**config.mk**
```make
export PLATFORM = sky130hd
export DESIGN_NAME = cycle_sequencer_flat
export DESIGN_NICKNAME = d
export VERILOG_FILES = /design/src/rtl/cycle_sequencer_if.sv /design/src/rtl/cycle_sequencer.sv /design/src/flat_wrapper.sv
export SDC_FILE = /design/constraint.sdc
export NUM_CORES = 1
export LEC_CHECK = 0
export BUFFER_PORTS_ARGS = -buffer_cell sky130_fd_sc_hd__buf_4
export CAP_MARGIN = 20
export CORE_AREA = 4 4 41 43
export DETAILED_ROUTE_END_ITERATION = 8
export DIE_AREA = 0 0 45 47
export PLACE_DENSITY_LB_ADDON = 0.08
export SETUP_SLACK_MARGIN = 0.02
export SYNTH_ARGS = -nofsm -noshare
export SYNTH_HDL_FRONTEND = slang
export SYNTH_SLANG_ARGS = --single-unit
```
**constraint.sdc**
```tcl
create_clock -name clk -period 2.5 [get_ports clk]
set_clock_uncertainty 0.1 [all_clocks]
set_input_delay 0.5 -clock clk [delete_from_list [all_inputs] [get_ports clk]]
set_output_delay 0.5 -clock clk [all_outputs]
set_load 0.05 [all_outputs]
```
**src/rtl/cycle_sequencer_if.sv**
```systemverilog
// Handshake/bus bundle for cycle_sequencer: request controls in, phase/timing status out.
interface cycle_sequencer_if #(
  parameter int unsigned CNT_W = 3
) ();
  logic             start;
  logic             stall;
  logic             abort;
  logic [CNT_W-1:0] addr_cycles;
  logic [CNT_W-1:0] op_cycles;
  logic [CNT_W-1:0] time_out;
  logic [1:0]       phase;
  logic             busy;
  logic             last_cycle;
  logic             done;

  modport master (
    output start, stall, abort, addr_cycles, op_cycles,
    input  time_out, phase, busy, last_cycle, done
  );

  modport slave (
    input  start, stall, abort, addr_cycles, op_cycles,
    output time_out, phase, busy, last_cycle, done
  );
endinterface

```
**src/rtl/cycle_sequencer.sv**
```systemverilog
// Two-phase (addressing then operation) cycle sequencer with stall, abort and
// back-to-back restart on the final operation cycle.
module cycle_sequencer #(
  parameter int unsigned CNT_W = 3
) (
  input logic               clk,
  input logic               rst,
  cycle_sequencer_if.slave  bus
);

  typedef enum logic [1:0] {
    StIdle = 2'b00,
    StAddr = 2'b01,
    StOp   = 2'b10
  } state_e;

  state_e           state_q, state_d;
  logic [CNT_W-1:0] time_q, time_d;
  logic [CNT_W-1:0] op_q, op_d;
  logic             done_q, done_d;

  always_ff @(posedge clk or negedge rst) begin
    if (!rst) begin
      state_q <= StIdle;
      time_q  <= '0;
      op_q    <= '0;
      done_q  <= 1'b0;
    end else begin
      state_q <= state_d;
      time_q  <= time_d;
      op_q    <= op_d;
      done_q  <= done_d;
    end
  end

  always_comb begin
    state_d = state_q;
    time_d  = time_q;
    op_d    = op_q;
    done_d  = 1'b0;
    if (bus.abort) begin
      state_d = StIdle;
      time_d  = '0;
    end else begin
      case (state_q)
        StIdle: begin
          // Start is accepted in idle even while stalled.
          if (bus.start) begin
            state_d = StAddr;
            time_d  = bus.addr_cycles;
            op_d    = bus.op_cycles;
          end else begin
            time_d = '0;
          end
        end
        StAddr: begin
          if (!bus.stall) begin
            if (time_q != '0) begin
              time_d = time_q - CNT_W'(1);
            end else begin
              state_d = StOp;
              time_d  = op_q;
            end
          end
        end
        StOp: begin
          if (!bus.stall) begin
            if (time_q != '0) begin
              time_d = time_q - CNT_W'(1);
            end else begin
              done_d = 1'b1;
              // Chain straight into the next sequence with no idle gap.
              if (bus.start) begin
                state_d = StAddr;
                time_d  = bus.addr_cycles;
                op_d    = bus.op_cycles;
              end else begin
                state_d = StIdle;
                time_d  = '0;
              end
            end
          end
        end
        default: begin
          state_d = StIdle;
          time_d  = '0;
        end
      endcase
    end
  end

  assign bus.time_out   = time_q;
  assign bus.phase      = state_q;
  assign bus.busy       = (state_q != StIdle);
  assign bus.last_cycle = (state_q == StOp) && (time_q == '0);
  assign bus.done       = done_q;

endmodule

```
**src/flat_wrapper.sv**
```systemverilog
// flat-port wrapper written by rule: the top's interface ports become plain ports
module cycle_sequencer_flat 
#(
  parameter int unsigned CNT_W = 3
)
  (clk, rst, bus_start, bus_stall, bus_abort, bus_addr_cycles, bus_op_cycles, bus_time_out, bus_phase, bus_busy, bus_last_cycle, bus_done);
  cycle_sequencer_if #(.CNT_W(CNT_W)) bus_i ();
  input logic clk;
  input logic rst;
  input wire logic [$bits(bus_i.start)-1:0] bus_start;
  input wire logic [$bits(bus_i.stall)-1:0] bus_stall;
  input wire logic [$bits(bus_i.abort)-1:0] bus_abort;
  input wire logic [$bits(bus_i.addr_cycles)-1:0] bus_addr_cycles;
  input wire logic [$bits(bus_i.op_cycles)-1:0] bus_op_cycles;
  output wire logic [$bits(bus_i.time_out)-1:0] bus_time_out;
  output wire logic [$bits(bus_i.phase)-1:0] bus_phase;
  output wire logic [$bits(bus_i.busy)-1:0] bus_busy;
  output wire logic [$bits(bus_i.last_cycle)-1:0] bus_last_cycle;
  output wire logic [$bits(bus_i.done)-1:0] bus_done;
  assign bus_i.start = bus_start;
  assign bus_i.stall = bus_stall;
  assign bus_i.abort = bus_abort;
  assign bus_i.addr_cycles = bus_addr_cycles;
  assign bus_i.op_cycles = bus_op_cycles;
  assign bus_time_out = bus_i.time_out;
  assign bus_phase = bus_i.phase;
  assign bus_busy = bus_i.busy;
  assign bus_last_cycle = bus_i.last_cycle;
  assign bus_done = bus_i.done;
  cycle_sequencer #(.CNT_W(CNT_W)) u_core (.clk(clk), .rst(rst), .bus(bus_i));
endmodule
```
==> results of run 1 <==
==> how the worst max path moves through the flow <==
stage	startpoint	end	slack (ns)	cells past startpoint
finish	u_core.bus.time_out[0]$_DFFE_PN0P_	bus_last_cycle	0.39	5
global route	u_core.bus.time_out[0]$_DFFE_PN0P_	bus_last_cycle	0.25	5
CTS	u_core.bus.time_out[0]$_DFFE_PN0P_	bus_last_cycle	0.38	5
detailed placement	u_core.bus.time_out[0]$_DFFE_PN0P_	u_core.op_q[1]$_DFFE_PN0P_	0.60	6
global placement	u_core.bus.time_out[0]$_DFFE_PN0P_	u_core.op_q[1]$_DFFE_PN0P_	0.66	6
floorplan	u_core.bus.time_out[0]$_DFFE_PN0P_	bus_last_cycle	0.11	4
==> per-layer routing <==
layer / vias up / track usage / wire [um]
met4: 0 / 0.105 / 27
met1: 221 / 0.153 / 503
met5: - / 0 / 0
li1: 235 / - / -
met3: 4 / 0.0153 / 57
met2: 10 / 0.220 / 605
==> kinds of logic after synthesis <==
group / after synthesis / share of synthesized area
muxes: 4 / 0.0790
and+or+nand+nor: 21 / 0.244
buffers and inverters: 4 / 0.0293
adders and majority gates: 2 / 0.0451
xor gates and xnor gates: 1 / 0.0158
AOI/OAI and AO/OA: 13 / 0.181
DFF: 9 / 0.406
==> cell type report <==
type | instances | area share
clock buffers | 4 | 0.0355
inverters | 3 | 0.0152
multi-input cells | 41 | 0.423
flip-flops and latches | 9 | 0.305
well taps | 15 | 0.0254
repair buffers | 19 | 0.196
==> stage by stage <==
stage	worst slack, ns	utilization
after floorplan	0.110	-
after global placement	0.661	0.540
after detailed placement	0.596	0.540
after CTS	0.380	0.568
after global routing	0.248	0.568
final	0.395	0.568
==> power by group through the flow <==
stage,logic [mW],registers (mW),clock network [mW]
floorplan,0.108,0.215,0
global placement,0.189,0.190,0
detailed placement,0.191,0.191,0
CTS,0.192,0.188,0.111
global route,0.209,0.191,0.123
finish,0.191,0.188,0.107
==> registers in the layout, summed over array words and instances, names as in the netlist <==
signal               cells
u_core.bus.done          1
u_core.bus.phase         2
u_core.bus.time_out      3
u_core.op_q              3
==> placed cells by master (no fill, tap or decap) <==
cell type / n
nand3b_1: 1
a21o_1: 2
nor2b_1: 1
or3b_2: 1
nand2b_4: 1
clkbuf_1: 1
nor2_1: 2
a221oi_1: 4
ha_1: 2
dlygate4sd3_1: 1
buf_4: 18
or2b_1: 1
a21oi_1: 2
dfrtp_1: 9
nor3b_1: 1
a211oi_4: 1
or2_2: 1
nand2_1: 4
and2_2: 1
mux2i_1: 1
clkbuf_4: 3
xnor2_1: 1
nand2b_1: 3
inv_1: 3
nor2b_4: 1
o21ai_0: 4
mux2_2: 1
mux2_1: 2
nor3_1: 3
==> reports/summary.txt, run 1 <==
Worst min-delay path class - primary input to register
Initial antenna violation count - 0
Drt via density - 5.16
PostCTS Resize Cnt - 0
Layout cells sized above 1 - 0.368
FF+latch area - 225 um2
Largest net degree at the start of global routing - 10
Combinational Power Share - 0.393
EDFF count, synth - 0
Switch Pwr - 0.177 mW
Crit path max fanout - 4
RSZ-0062 raised after global routing - false
Final HPWL DP - 1.01 mm
Clock root buffer - clkbuf_4
Routed wire length - 1.19 mm
Die height - 47 um
Flop pwr share - 0.386
Port bufs - 18
Cells after Synth - 54
Top cells by count, synth - 9 x dfrtp_1, 4 x a221oi_1, 4 x nand2_1, 4 x o21ai_0
Num CTS Buffers - 3
H-Tree Depth - 1
Final hold vios - 0
Detailed-route via count - 470
Vias in the first global route - 484
Cell Chain, Critical Path - inv_1, ha_1, or2b_1, nor2_1, buf_4
Most frequent cell after synthesis - dfrtp_1
Post-Synthesis Cell Area - 554 um2
Wire length per cell - 13.1 um
Switching Share - 0.364
Max-cap violations - 0
Clock group share of total power - 0.221
Hold EP - u_core.op_q[2]$_DFFE_PN0P_
Fin area - 739 um2
WS Path Type - register to primary output
Setup repair bufs after CTS - 0
Area after DPL - 703 um2
Top Ports - 19
Period Utilization, post-route - 0.842
GRT overflow - 0
Worst r2r src - u_core.bus.time_out[0]$_DFFE_PN0P_
Residual DRC - 0
Synth Register Bits - 9
Routed Antenna Nets - 0
Critical path buffers and inverters - 2
Initial core utilization - 0.426
Syn-to-layout area delta - 33.4%
Pwr/cell area - 657 nW/um2
Mean Syn Cell Area - 10.3 um2
Total die area - 2120 um2
Minimum clock period after layout - 2.11 ns
Worst path top cell family by delay - flip-flops
Net Count, Synth - 67
Seq/Total Area, Yosys - 0.406
Std-Cell Rows - 13
Final setup viols - 0
Hold depth - 2
DR pass1 iterations - 3
All-Layer GR Usage - 0.132
Slew headroom - 0.775
Setup slack, reg-to-reg - 0.60 ns
Status - finished clean
Yosys cell types - 26
Cts hold-fix bufs - 1
Clock slew at the register clock pins of the worst setup and hold paths - 0.06 ns
F_max - 475 MHz
Data arrival, critical path - 1.51 ns
Core area - 1300 um2
Yosys top cell area share - 0.406
Peak VDD IR - 0.000378 V
CTS tree - built
Final Wtd Congestion - 0.726
Layout Nets - 90
Slowest stage delay, CP - 0.40 ns
Crit end category - primary output
Tot Pwr - 0.486 mW
CP max-delay cell - dfrtp_1
Multi-input gate area - 313 um2
TNS Setup - 0 ns
R2R depth - 6
Synth warnings - 0
Worst hold start - bus_op_cycles[2]
Clock Latency Late Sink - 0.25 ns
Slew @ Worst Pin - 0.338 ns
Chip Width - 45 um
CTS sink cnt - 9
# fillers - 134
Startpoint types - register
Post-synth top area cell - dfrtp_1
Lkg Pwr - 0.360 nW
Inst Count DP - 86
Pint - 0.309 mW
FF-to-FF End - u_core.op_q[1]$_DFFE_PN0P_
WP data required - 1.90 ns
Max Transition Viols Final - 0
Initial DRC count - 11
First-pass GRT wire length - 1.98 mm
Maximum clock path buffer count - 2
Post-synth top flop - dfrtp_1
Main area contributors after synthesis - dfrtp_1 41%, a221oi_1 6.3%, ha_1 4.5%
Final Non-Filler Cells - 91
Worst hold slack - 0.365 ns
Post-synth ARST share - 1.00
Ant. Diodes - 0
Note: power is estimated with default switching activity, not from simulation.
==> inputs of run 2 (changes only) <==
==> constraint.sdc (replaced) <==
create_clock -name clk -period 2.1 [get_ports clk]
set_clock_uncertainty 0.1 [all_clocks]
set_input_delay 0.42 -clock clk [delete_from_list [all_inputs] [get_ports clk]]
set_output_delay 0.42 -clock clk [all_outputs]
set_load 0.05 [all_outputs]
==> run 2 against run 1 <==
Largest power group unchanged. Critical endpoint unchanged. Utilization is 1.6 points higher. Final cell count grew 1.1%. Routed wire length is 0.50% higher. Die area unchanged.
==> reports/summary.txt, run 2 (synthesis results as in run 1) <==
TNS Setup - 0 ns (unchanged)
Startpoint types - register
Std-Cell Rows - 13 (unchanged)
Max Transition Viols Final - 0 (unchanged)
Detailed-route via count - 484 (+3.0%)
Top Ports - 19 (unchanged)
Cell Chain, Critical Path - inv_1, ha_2, or2b_1, nor2_4, buf_6
Wire length per cell - 13.0 um (-0.59%)
All-Layer GR Usage - 0.135 (+0.00272)
Ant. Diodes - 0 (unchanged)
Slew @ Worst Pin - 0.357 ns (+0.0187 ns)
WS Path Type - register to primary output
Worst hold slack - 0.282 ns (-0.0827 ns)
Worst min-delay path class - primary input to register
H-Tree Depth - 1 (unchanged)
Max-cap violations - 0 (unchanged)
Commonest cells after routing, fill and taps aside - 18 x buf_4, 9 x dfrtp_1, 4 x nand2_1, 4 x a221oi_1, 4 x o21ai_0
Clock root buffer - clkbuf_4
Clock slew at the register clock pins of the worst setup and hold paths - 0.05 ns (about the same)
Routed wire length - 1.20 mm (+0.50%)
Minimum clock period after layout - 1.96 ns
Drt via density - 5.26 (+1.9%)
Critical path buffers and inverters - 2 (unchanged)
Lkg Pwr - 0.365 nW (+1.4%)
Worst path top cell family by delay - flip-flops
Slew headroom - 0.762 (-0.0130)
F_max - 509 MHz
Peak VDD IR - 0.000391 V (+3.5%)
Syn-to-layout area delta - 37.2%
Slowest stage delay, CP - 0.39 ns (about the same)
Pwr/cell area - 775 nW/um2 (+18%)
Leading cell type in the layout, fill and taps excluded - buf_4
Maximum clock path buffer count - 2 (unchanged)
Crit end category - primary output
Layout Nets - 91 (+1.1%)
Final Wtd Congestion - 0.703 (-3.2%)
CTS tree - built
Initial antenna violation count - 0 (unchanged)
Final setup viols - 0 (unchanged)
Vias in the first global route - 448 (-7.4%)
Final HPWL DP - 998 um (-1.6%)
GRT overflow - 0 (unchanged)
Core area - 1300 um2 (unchanged)
CP max-delay cell - dfrtp_1
DR pass1 iterations - 4 (+1)
Port bufs - 18 (unchanged)
WP data required - 1.58 ns (-0.32 ns)
Initial core utilization - 0.426 (unchanged)
Initial DRC count - 10 (-1)
Period Utilization, post-route - 0.935
Largest net degree at the start of global routing - 10 (unchanged)
Data arrival, critical path - 1.44 ns (-0.07 ns)
First-pass GRT wire length - 1.96 mm (-1.1%)
Routed Antenna Nets - 0 (unchanged)
Residual DRC - 0 (unchanged)
Chip Width - 45 um (unchanged)
Status - finished clean
Total die area - 2120 um2 (unchanged)
# fillers - 131 (-2.2%)
Num CTS Buffers - 3 (unchanged)
Crit path max fanout - 4 (unchanged)
RSZ-0062 raised after global routing - false
Clock Latency Late Sink - 0.26 ns (about the same)
CTS sink cnt - 9 (unchanged)
Final hold vios - 0 (unchanged)
Layout cells sized above 1 - 0.403 (+0.0342)
Die height - 47 um (unchanged)
## run 2: what timing repair did
action	CTS	global route
setup endpoints to repair	0	1
buffers inserted	0	1
endpoints found under the hold margin	9	0
resized for setup	0	2
hold buffers	1	0
## run 2: stage by stage
stage,power [mW],setup slack [ns],cells,util,area [um2]
floorplan,0.388,0.0666,54,-,562
global placement,0.456,0.256,86,0.546,711
detailed placement,0.457,0.204,86,0.546,711
CTS,0.593,0.0542,91,0.574,747
global route,0.633,0.0421,92,0.585,761
finish,0.589,0.137,92,0.585,761
## run 2: per-layer routing
layer	up-vias	wire (um)	track usage
li1	241	-	-
met1	227	512	0.165
met2	12	601	0.209
met3	4	58	0.0115
met4	0	27	0.123
met5	-	0	0
## run 2: worst register-to-register path, cell delays in order, from the launching register on
cell      delay [ns]
dfrtp_1         0.39
inv_1           0.09
ha_2            0.19
nor2b_4         0.20
nand2b_4        0.10
a211oi_4        0.30
mux2_2          0.36
## run 2: cell type report
class,count,area (um2),area share
Timing Repair Buffer,20,156,0.206
Sequential cell,9,225,0.296
Multi-Input combinational cell,41,323,0.424
Tap cell,15,18.8,0.0247
Clock buffer,4,26.3,0.0345
Inverter,3,11.3,0.0148
## run 2: path summary, 6_finish.rpt
| path | from | to | slack (ns) | cells after the start |
|---|---|---|---|---|
| setup / recovery | u_core.bus.time_out[1]$_DFFE_PN0P_ | bus_last_cycle | 0.14 | 5 |
| hold / removal | bus_op_cycles[2] | u_core.op_q[2]$_DFFE_PN0P_ | 0.28 | 2 |
| setup reg to reg | u_core.bus.time_out[1]$_DFFE_PN0P_ | u_core.op_q[1]$_DFFE_PN0P_ | 0.26 | 6 |
| hold reg to reg | u_core.op_q[2]$_DFFE_PN0P_ | u_core.op_q[2]$_DFFE_PN0P_ | 0.42 | 1 |
| max in group asynchronous | rst | u_core.bus.time_out[0]$_DFFE_PN0P_ | 1.36 | 2 |
| min in group asynchronous | rst | u_core.bus.phase[1]$_DFFE_PN0P_ | 0.41 | 2 |
## run 2: report_power, final
group / switching (mW) / total (mW) / internal, mW
clock: 0.0559 / 0.129 / 0.0729
sequential: 0.0258 / 0.224 / 0.198
combinational: 0.134 / 0.237 / 0.103
total: 0.216 / 0.589 / 0.374
==> inputs of run 3 (changes only) <==
--- a/config.mk
+++ b/config.mk
@@ -10,7 +10,8 @@
 export CORE_AREA = 4 4 41 43
 export DETAILED_ROUTE_END_ITERATION = 8
 export DIE_AREA = 0 0 45 47
-export PLACE_DENSITY_LB_ADDON = 0.08
+export HOLD_SLACK_MARGIN = 0.05
+export PLACE_DENSITY = 0.68
 export SETUP_SLACK_MARGIN = 0.02
 export SYNTH_ARGS = -nofsm -noshare
 export SYNTH_HDL_FRONTEND = slang
==> run 3 against run 2 <==
Sequential power about the same. Routed wire length decreased by 6.3%. Critical path depth is the same. Highest routed layer unchanged. Largest cell class unchanged. Largest power group unchanged.
==> reports/summary.txt, run 3 (synthesis results as in run 1) <==
Status - finished clean
FF+latch area - 225 um2 (unchanged)
Initial antenna violation count - 0 (unchanged)
Worst hold slack - 0.278 ns (-0.00389 ns)
Residual DRC - 0 (unchanged)
Layout Nets - 90 (-1.1%)
Clock slew at the register clock pins of the worst setup and hold paths - 0.06 ns (about the same)
Port bufs - 18 (unchanged)
Peak VDD IR - 0.000461 V (+18%)
Setup repair bufs after CTS - 0 (unchanged)
Minimum clock period after layout - 2.00 ns (+0.0358 ns)
Syn-to-layout area delta - 35.9%
Period Utilization, post-route - 0.952 (+0.0171)
Max Transition Viols Final - 0 (unchanged)
Inst Count DP - 86 (unchanged)
Total die area - 2120 um2 (unchanged)
CP max-delay cell - dfrtp_1
Final Wtd Congestion - 0.763 (+8.6%)
Lkg Pwr - 0.360 nW (-1.4%)
F_max - 500 MHz (-1.8%)
Crit path max fanout - 4 (unchanged)
Initial DRC count - 9 (-1)
Slew @ Worst Pin - 0.374 ns (+0.0172 ns)
WS Path Type - register to primary output
Ant. Diodes - 0 (unchanged)
Hold EP - u_core.op_q[2]$_DFFE_PN0P_
Startpoint types - register
Met3 Use GR - 0.0345 (+0.0230)
Worst min-delay path class - primary input to register
Worst r2r src - u_core.bus.time_out[0]$_DFFE_PN0P_
Worst Setup SP - u_core.bus.time_out[0]$_DFFE_PN0P_
Final Non-Filler Cells - 91 (-1.1%)
Routed Antenna Nets - 0 (unchanged)
Fin area - 753 um2 (-0.99%)
Multi-input gate area - 323 um2 (unchanged)
Busiest layer in global routing - met2
Vias in the first global route - 444 (-0.89%)
Maximum clock path buffer count - 2 (unchanged)
Post-Place Setup Slack - 0.216 ns (+0.0122 ns)
Met2 usage - 0.181 (-0.0282)
Global-route met1 utilization - 0.171 (+0.00588)
DR pass1 iterations - 4 (unchanged)
RSZ-0062 raised after global routing - false
Chip Width - 45 um (unchanged)
Crit end category - primary output
Slowest stage delay, CP - 0.41 ns (+0.02 ns)
CTS tree - built
H-Tree Depth - 1 (unchanged)
Final WS setup - 0.101 ns (-0.0358 ns)
# fillers - 111 (-15%)
Detailed-route via count - 465 (-3.9%)
Clock root buffer - clkbuf_4
First-pass GRT wire length - 1.93 mm (-1.7%)
Critical path buffers and inverters - 2 (unchanged)
Worst path top cell family by delay - flip-flops
Slew headroom - 0.750 (-0.0115)
GRT overflow - 0 (unchanged)
Final hold vios - 0 (unchanged)
CTS sink cnt - 9 (unchanged)
Layout cells sized above 1 - 0.395 (-0.00786)
R2R depth - 6 (unchanged)
Std-Cell Rows - 13 (unchanged)
Die height - 47 um (unchanged)
Tot Pwr - 0.585 mW (-0.76%)
Commonest cells after routing, fill and taps aside - 17 x buf_4, 9 x dfrtp_1, 4 x nand2_1, 4 x a221oi_1, 4 x o21ai_0
Initial core utilization - 0.426 (unchanged)
Top Ports - 19 (unchanged)
Setup slack, reg-to-reg - 0.23 ns (-0.03 ns)
TNS Setup - 0 ns (unchanged)
Area after DPL - 711 um2 (unchanged)
Pwr/cell area - 777 nW/um2 (+0.23%)
Core area - 1300 um2 (unchanged)
Worst hold start - bus_op_cycles[2]
Leading cell type in the layout, fill and taps excluded - buf_4
Max-cap violations - 0 (unchanged)
Final setup viols - 0 (unchanged)
Cell Chain, Critical Path - inv_1, ha_2, or2b_1, nor2_4, buf_6
WP data required - 1.58 ns (about the same)
Hold depth - 2 (unchanged)
Largest net degree at the start of global routing - 10 (unchanged)
Routed wire length - 1.13 mm (-6.3%)
Num CTS Buffers - 3 (unchanged)
Data arrival, critical path - 1.48 ns (+0.04 ns)
All-Layer GR Usage - 0.129 (-0.00591)
FF-to-FF End - u_core.op_q[1]$_DFFE_PN0P_
Final core utilization - 0.579 (-0.00577)
Drt via density - 5.11 (-2.9%)
Wire length per cell - 12.4 um (-5.2%)
Final HPWL DP - 941 um (-5.8%)
Clock Latency Late Sink - 0.26 ns (about the same)
run 3: cell count changes in the layout (fill, tap and decap cells not counted), sizes merged:
cell / previous run / this run
buf: 19 / 18
run 3: how the worst max path moves through the flow:
stage	cells past startpoint	endpoint
finish	5	bus_last_cycle
detailed placement	6	u_core.op_q[1]$_DFFE_PN0P_
global placement	6	u_core.op_q[1]$_DFFE_PN0P_
global route	5	bus_last_cycle
CTS	5	bus_last_cycle
floorplan	6	u_core.op_q[1]$_DFFE_PN0P_
run 3: repair_timing:
item	in CTS	in global routing
endpoints found under the setup margin	0	1
endpoints found under the hold margin	9	0
hold buffers	1	0
gates resized for setup	0	2
run 3: area by class of cell:
type | instances | area share
clock buffer | 4 | 0.0349
inverter | 3 | 0.0150
multi-input combinational | 41 | 0.429
sequential | 9 | 0.299
tap | 15 | 0.0249
timing repair buffer | 19 | 0.198
run 3: metal layers:
metal	vias to the layer above	share of wire
met5	-	0
met4	0	0.020
met3	3	0.052
met2	14	0.48
met1	211	0.44
li1	237	-
run 3: power breakdown:
part           internal (mW)  switching (mW)
sequential             0.198          0.0250
combinational         0.0993           0.131
clock                 0.0731          0.0585
